==> config.mk <==
export PLATFORM = sky130hd
export DESIGN_NAME = key_step_ctrl
export DESIGN_NICKNAME = d
export VERILOG_FILES = /design/src/rtl/enigma_pkg.sv /design/src/rtl/key_debounce.sv /design/src/rtl/key_step_ctrl.sv
export SDC_FILE = /design/constraint.sdc
export NUM_CORES = 1
export LEC_CHECK = 0
export CAP_MARGIN = 0
export CORE_ASPECT_RATIO = 1.4
export CORE_UTILIZATION = 45
export DETAILED_ROUTE_END_ITERATION = 8
export DONT_BUFFER_PORTS = 1
export PLACE_DENSITY = 0.65
export SETUP_SLACK_MARGIN = 0.15
export SLEW_MARGIN = 20
export SYNTH_ARGS = -nofsm -noshare
export SYNTH_HDL_FRONTEND = slang
export SYNTH_HIERARCHICAL = 1
export SYNTH_SLANG_ARGS = --single-unit
==> constraint.sdc <==
create_clock -name i_clk -period 1.7 [get_ports i_clk]
set_clock_uncertainty 0.15 [all_clocks]
set_input_delay 0.51 -clock i_clk [delete_from_list [all_inputs] [get_ports i_clk]]
set_output_delay 0.51 -clock i_clk [all_outputs]
set_load 0.005 [all_outputs]
==> src/rtl/enigma_pkg.sv <==
// Shared types and constants for the rotor-position front end.
// FSM encodings, letter range and load-select encodings.
package enigma_pkg;

  localparam int LETTER_W = 5;
  localparam logic [LETTER_W-1:0] LETTER_MAX = 5'd25;

  localparam logic [1:0] SEL_CLR = 2'd0;
  localparam logic [1:0] SEL_R1  = 2'd1;
  localparam logic [1:0] SEL_R2  = 2'd2;
  localparam logic [1:0] SEL_R3  = 2'd3;

  localparam logic [2:0] ST_IDLE         = 3'd0;
  localparam logic [2:0] ST_STEP_OUT     = 3'd1;
  localparam logic [2:0] ST_SETTLE       = 3'd2;
  localparam logic [2:0] ST_ISSUE        = 3'd3;
  localparam logic [2:0] ST_LOAD_OUT     = 3'd4;
  localparam logic [2:0] ST_WAIT_RELEASE = 3'd5;

  typedef enum logic [2:0] {
    S_IDLE         = ST_IDLE,
    S_STEP_OUT     = ST_STEP_OUT,
    S_SETTLE       = ST_SETTLE,
    S_ISSUE        = ST_ISSUE,
    S_LOAD_OUT     = ST_LOAD_OUT,
    S_WAIT_RELEASE = ST_WAIT_RELEASE
  } key_state_t;

  function automatic logic is_letter(input logic [LETTER_W-1:0] code);
    return (code <= LETTER_MAX);
  endfunction

endpackage

==> src/rtl/key_debounce.sv <==
// Two-flop synchroniser plus consecutive-cycle debouncer with a rising-edge pulse.
// The edge pulse is suppressed until the input has been seen low once after reset.
module key_debounce #(
  parameter int CYCLES = 500000
) (
  input  logic i_clk,
  input  logic i_rst,
  input  logic i_raw,
  output logic o_level,
  output logic o_rise
);

  localparam int CW = (CYCLES < 1) ? 1 : $clog2(CYCLES + 1);
  localparam logic [CW-1:0] C_LAST = (CYCLES < 1) ? '0 : CW'(CYCLES - 1);

  logic          r_sync1;
  logic          r_sync2;
  logic [CW-1:0] r_cnt;
  logic          r_level;
  logic          r_rise;
  logic [1:0]    r_flush;
  logic          r_armed;

  always_ff @(posedge i_clk or posedge i_rst) begin
    if (i_rst) begin
      r_sync1 <= 1'b0;
      r_sync2 <= 1'b0;
      r_cnt   <= '0;
      r_level <= 1'b0;
      r_rise  <= 1'b0;
      r_flush <= 2'd0;
      r_armed <= 1'b0;
    end else begin
      r_sync1 <= i_raw;
      r_sync2 <= r_sync1;
      r_rise  <= 1'b0;
      if (r_sync2 != r_level) begin
        // Terminal compare stops the count before it can ever wrap.
        if (r_cnt >= C_LAST) begin
          r_level <= r_sync2;
          r_rise  <= r_sync2;
          r_cnt   <= '0;
        end else begin
          r_cnt <= r_cnt + 1'b1;
        end
      end else begin
        r_cnt <= '0;
      end
      // Wait for the synchroniser to hold real samples before trusting a "released" level.
      if (r_flush != 2'd2) begin
        r_flush <= r_flush + 2'd1;
      end else if (!r_sync2) begin
        r_armed <= 1'b1;
      end
    end
  end

  assign o_level = r_level;
  assign o_rise  = r_rise & r_armed;

endmodule

==> src/rtl/key_step_ctrl.sv <==
// Letter-key / load-button front end: debounces inputs, issues STEP, settles,
// then presents the letter; setup-mode presses and the load button drive LD/SEL/RNOTCH.
module key_step_ctrl
  import enigma_pkg::*;
#(
  parameter int DEBOUNCE_CYCLES = 500000,
  parameter int SETTLE_CYCLES   = 2
) (
  input  logic                i_clk,
  input  logic                i_rst,
  input  logic                i_key_valid,
  input  logic [LETTER_W-1:0] i_key_code,
  input  logic                i_mode,
  input  logic [1:0]          i_set_sel,
  input  logic                i_ld_btn,
  output logic                o_step,
  output logic                o_ld,
  output logic [1:0]          o_sel,
  output logic [LETTER_W-1:0] o_rnotch,
  output logic [LETTER_W-1:0] o_letter,
  output logic                o_letter_valid,
  output logic                o_busy,
  output logic                o_err
);

  localparam int SW = (SETTLE_CYCLES < 2) ? 1 : $clog2(SETTLE_CYCLES + 1);
  localparam logic [SW-1:0] SETTLE_LAST = (SETTLE_CYCLES < 1) ? '0 : SW'(SETTLE_CYCLES - 1);

  logic w_key_level;
  logic w_key_rise;
  logic w_ld_level;
  logic w_ld_rise;

  key_state_t          r_state;
  logic [SW-1:0]       r_settle_cnt;
  logic                r_step;
  logic                r_ld;
  logic [1:0]          r_sel;
  logic [LETTER_W-1:0] r_rnotch;
  logic [LETTER_W-1:0] r_letter;
  logic                r_letter_valid;
  logic                r_err;

  key_debounce #(.CYCLES(DEBOUNCE_CYCLES)) u_key_db (
    .i_clk   (i_clk),
    .i_rst   (i_rst),
    .i_raw   (i_key_valid),
    .o_level (w_key_level),
    .o_rise  (w_key_rise)
  );

  key_debounce #(.CYCLES(DEBOUNCE_CYCLES)) u_ld_db (
    .i_clk   (i_clk),
    .i_rst   (i_rst),
    .i_raw   (i_ld_btn),
    .o_level (w_ld_level),
    .o_rise  (w_ld_rise)
  );

  always_ff @(posedge i_clk or posedge i_rst) begin
    if (i_rst) begin
      r_state        <= S_WAIT_RELEASE;
      r_settle_cnt   <= '0;
      r_step         <= 1'b0;
      r_ld           <= 1'b0;
      r_sel          <= SEL_CLR;
      r_rnotch       <= '0;
      r_letter       <= '0;
      r_letter_valid <= 1'b0;
      r_err          <= 1'b0;
    end else begin
      r_step         <= 1'b0;
      r_ld           <= 1'b0;
      r_letter_valid <= 1'b0;
      case (r_state)
        S_IDLE: begin
          // A key edge takes priority; a coincident load edge is dropped.
          if (w_key_rise) begin
            if (!is_letter(i_key_code)) begin
              r_err   <= 1'b1;
              r_state <= S_WAIT_RELEASE;
            end else if (!i_mode) begin
              r_letter <= i_key_code;
              r_err    <= 1'b0;
              r_step   <= 1'b1;
              r_state  <= S_STEP_OUT;
            end else begin
              r_rnotch <= i_key_code;
              r_err    <= 1'b0;
              r_state  <= S_WAIT_RELEASE;
            end
          end else if (w_ld_rise) begin
            r_sel   <= i_set_sel;
            r_ld    <= 1'b1;
            r_state <= S_LOAD_OUT;
          end
        end
        S_STEP_OUT: begin
          r_settle_cnt <= '0;
          r_state      <= S_SETTLE;
        end
        S_SETTLE: begin
          if (r_settle_cnt >= SETTLE_LAST) begin
            r_letter_valid <= 1'b1;
            r_state        <= S_ISSUE;
          end else begin
            r_settle_cnt <= r_settle_cnt + 1'b1;
          end
        end
        S_ISSUE: begin
          r_state <= S_WAIT_RELEASE;
        end
        S_LOAD_OUT: begin
          r_state <= S_WAIT_RELEASE;
        end
        S_WAIT_RELEASE: begin
          if (!w_key_level && !w_ld_level) begin
            r_state <= S_IDLE;
          end
        end
        default: begin
          r_state <= S_WAIT_RELEASE;
        end
      endcase
    end
  end

  assign o_step         = r_step;
  assign o_ld           = r_ld;
  assign o_sel          = r_sel;
  assign o_rnotch       = r_rnotch;
  assign o_letter       = r_letter;
  assign o_letter_valid = r_letter_valid;
  assign o_err          = r_err;
  assign o_busy         = (r_state != S_IDLE);

endmodule

==> flow_summary.json <==
{
  "end_kind": "primary output",
  "grt.total_usage": 0.200,
  "ant_nets": 0,
  "cellPowerDensity_nw_per_um2": 724,
  "min-delay-path-class": "input port to flop",
  "crit_fanout": 2,
  "yosys_warnings": 6,
  "dpl-instance-area_sq_um": 3690,
  "ys_seq_area_frac": 0.537,
  "portBuffers": 0,
  "start_util": 0.465,
  "tightest_slew_ns": 0.384,
  "layout_setup_ws_ns": 0.0181,
  "clkTransAtPathRegs_ns": 0.08,
  "clk_latency_ns": 0.36,
  "ys_top_cells_by_count": "dfrtp_1 (71), nor2_1 (42), xor2_1 (22)",
  "start_kind": "flop",
  "die_area_sq_um": 7920,
  "clk_path_buf_depth": 2,
  "rsz0062_at_grt": "yes",
  "core_area_sq_um": 7310,
  "syn-num-nets": 318,
  "syn_inst": 301,
  "worstPathRequired_ns": 1.04,
  "max_cap_viol_count": 0,
  "viasPerCell": 5.22,
  "path_class": "flop to primary output",
  "timing.final.crit_share": 0.989,
  "gp_congestion": 0.751,
  "max_slew_margin": 0.743,
  "hold_viol": 0,
  "postSynthAreaPerCell_sq_um": 11.3,
  "globalRoute.totalOverflow": 0,
  "grt_max_degree": 27,
  "row_count": 37,
  "cts-root-buf": "clkbuf_8",
  "clkPwrFrac": 0.433,
  "dp_cells": 415,
  "ys_async_sr_fraction": 1.00,
  "p_comb_frac": 0.069,
  "area_growth_pct": 44.5,
  "diodes": 0,
  "ys_types": 44,
  "finalSetupViolations": 0,
  "grt_pass1_vias": 2640,
  "timing.final.max_slew_violations": 0,
  "p_int_mw": 2.70,
  "netlist_area_sq_um": 3400,
  "antenna_found_initial": 0,
  "reg2reg_slack_ns": 0.02,
  "nets": 396,
  "tritoncts": "built",
  "irDropWorstVdd_uv": 640,
  "synthFlopType": "dfrtp_1",
  "dp_slack_ns": -0.0645,
  "final_cells": 481,
  "status": "finished, final reports clean",
  "dpl.hpwl_mm": 4.11,
  "synth.most_common_cell": "dfrtp_1",
  "finalInstanceArea_sq_um": 4920,
  "synth-seq-cells": 73,
  "layout-drive-gt1-share": 0.508,
  "grt_pass1_wl_mm": 11.7,
  "finalCriticalPeriod_ns": 1.68,
  "fp.dieH_um": 105,
  "synth_top_cell_area_share": 0.522,
  "first_pass_iters": 4,
  "clock_sinks": 73,
  "htreeDepth": 3,
  "final_core_util": 0.672,
  "synth_area_leaders": "dfrtp_1 (52%), xor2_1 (5.7%), nor2_1 (4.6%), xnor2_1 (3.9%), mux2_2 (3.3%)",
  "seqPwrFrac": 0.499,
  "arrival_ns": 1.02,
  "vias": 2510,
  "fmax_mhz": 595,
  "synth_top_cell_by_area": "dfrtp_1",
  "drt_drc_violations_left": 0,
  "wirelength_mm": 7.46,
  "drt_iter0_drc": 146,
  "switching_share": 0.240,
  "drt-wirelength-per-cell_um": 15.5,
  "die_w_um": 75.5,
  "synth_enable_flop_cells": 0,
  "cts_made_buffers": 9,
  "pin_count": 29,
  "p_switching_mw": 0.856,
  "p_leak_nw": 2.11
}
==> power by group through the flow <==
stage,combinational (mW),clock (mW),sequential [mW]
2_1_floorplan,0.0870,0,1.81
3_3_place_gp,0.131,0,1.81
3_5_place_dp,0.134,0,1.81
4_1_cts,0.227,1.56,1.77
5_1_grt,0.268,1.64,1.78
6_report,0.245,1.54,1.78
==> per-stage QoR <==
stage                     TNS, ns  total power, mW  hold slack (ns)
after floorplan                 0             1.90            0.181
after detailed placement    -1.73             1.95            0.186
after global placement     -0.914             1.94            0.187
final                           0             3.56           0.0323
after global routing       -0.376             3.69          0.00532
after CTS                 -0.0269             3.56           0.0152
==> layer usage <==
metal,routed length [um],global-route usage,share of wire,vias to the layer above
li1,-,-,-,1186
met1,2970,0.222,0.40,1269
met2,4080,0.341,0.55,41
met3,251,0.0453,0.034,14
met4,161,0.112,0.022,0
met5,0,0,0,-
==> placed cells by master, fill, tap and decap left out, types with 5 or more instances in the layout <==
cell,count
buf_4,58
nand2_1,16
nor2_1,9
nor2_4,28
xnor2_1,11
xor2_1,17
clkbuf_8,9
nor2_2,7
nor4_4,5
o21ai_0,5
dfrtp_2,12
dfrtp_1,59
nor3_1,6
buf_6,8
nand3_1,8
nand3_4,7
nand4_1,8
inv_1,16
mux2_4,12
==> area by class of cell <==
type,count,area [sq um]
well taps,97,121
inverters,17,63.8
fillers,534,2400
repair buffers,72,648
clock inverters,7,98.8
multi-input cells,206,2020
flip-flops and latches,73,1840
clock buffers,9,124
==> cells by family (layout without fill, tap and decap cells) <==
group | Yosys count | in the layout | share of synthesized area
DFF | 73 | 73 | 0.537
muxes | 13 | 13 | 0.0426
xor gates and xnor gates | 37 | 37 | 0.0952
AOI/OAI and AO/OA | 33 | 33 | 0.0691
buffers and inverters | 22 | 105 | 0.0312
and+or+nand+nor | 118 | 118 | 0.206
adders and majority gates | 5 | 5 | 0.0184
==> worst max-delay path: stages, from the launching register on <==
cell and delay, ns:
dfstp_2 0.57, nor3_4 0.05, inv_2 0.05
==> timing repair <==
action                                 CTS  global route
gates resized for setup                 77            57
setup buffers                           39             8
cloned                                   2             0
setup endpoints to repair               45            54
hold buffers                             1             0
endpoints found under the hold margin   56             0
pin swaps                               52            16
==> path summary, 6_finish.rpt <==
| path | end | cells after the start | startpoint |
|---|---|---|---|
| min in group asynchronous | o_letter[1] | 2 | i_rst |
| max in group asynchronous | o_letter[2] | 3 | i_rst |
| worst max register to register | u_key_db/r_cnt[14] | 8 | u_key_db/r_cnt[1] |
| worst max-delay path | o_busy | 2 | r_state[2] |
| worst min register to register | u_ld_db/r_sync2 | 0 | u_ld_db/r_sync1 |
| worst min-delay path | u_key_db/r_sync1 | 0 | i_key_valid |
==> registers in the layout, summed over array words and instances, names as in the netlist, 2 cells and up <==
register,cells
r_settle_cnt,2
o_letter,5
u_ld_db/r_cnt,19
o_rnotch,5
u_key_db/r_flush,2
o_sel,2
r_state,3
u_ld_db/r_flush,2
u_key_db/r_cnt,19
No activity file was read; power rests on OpenSTA's default activity.
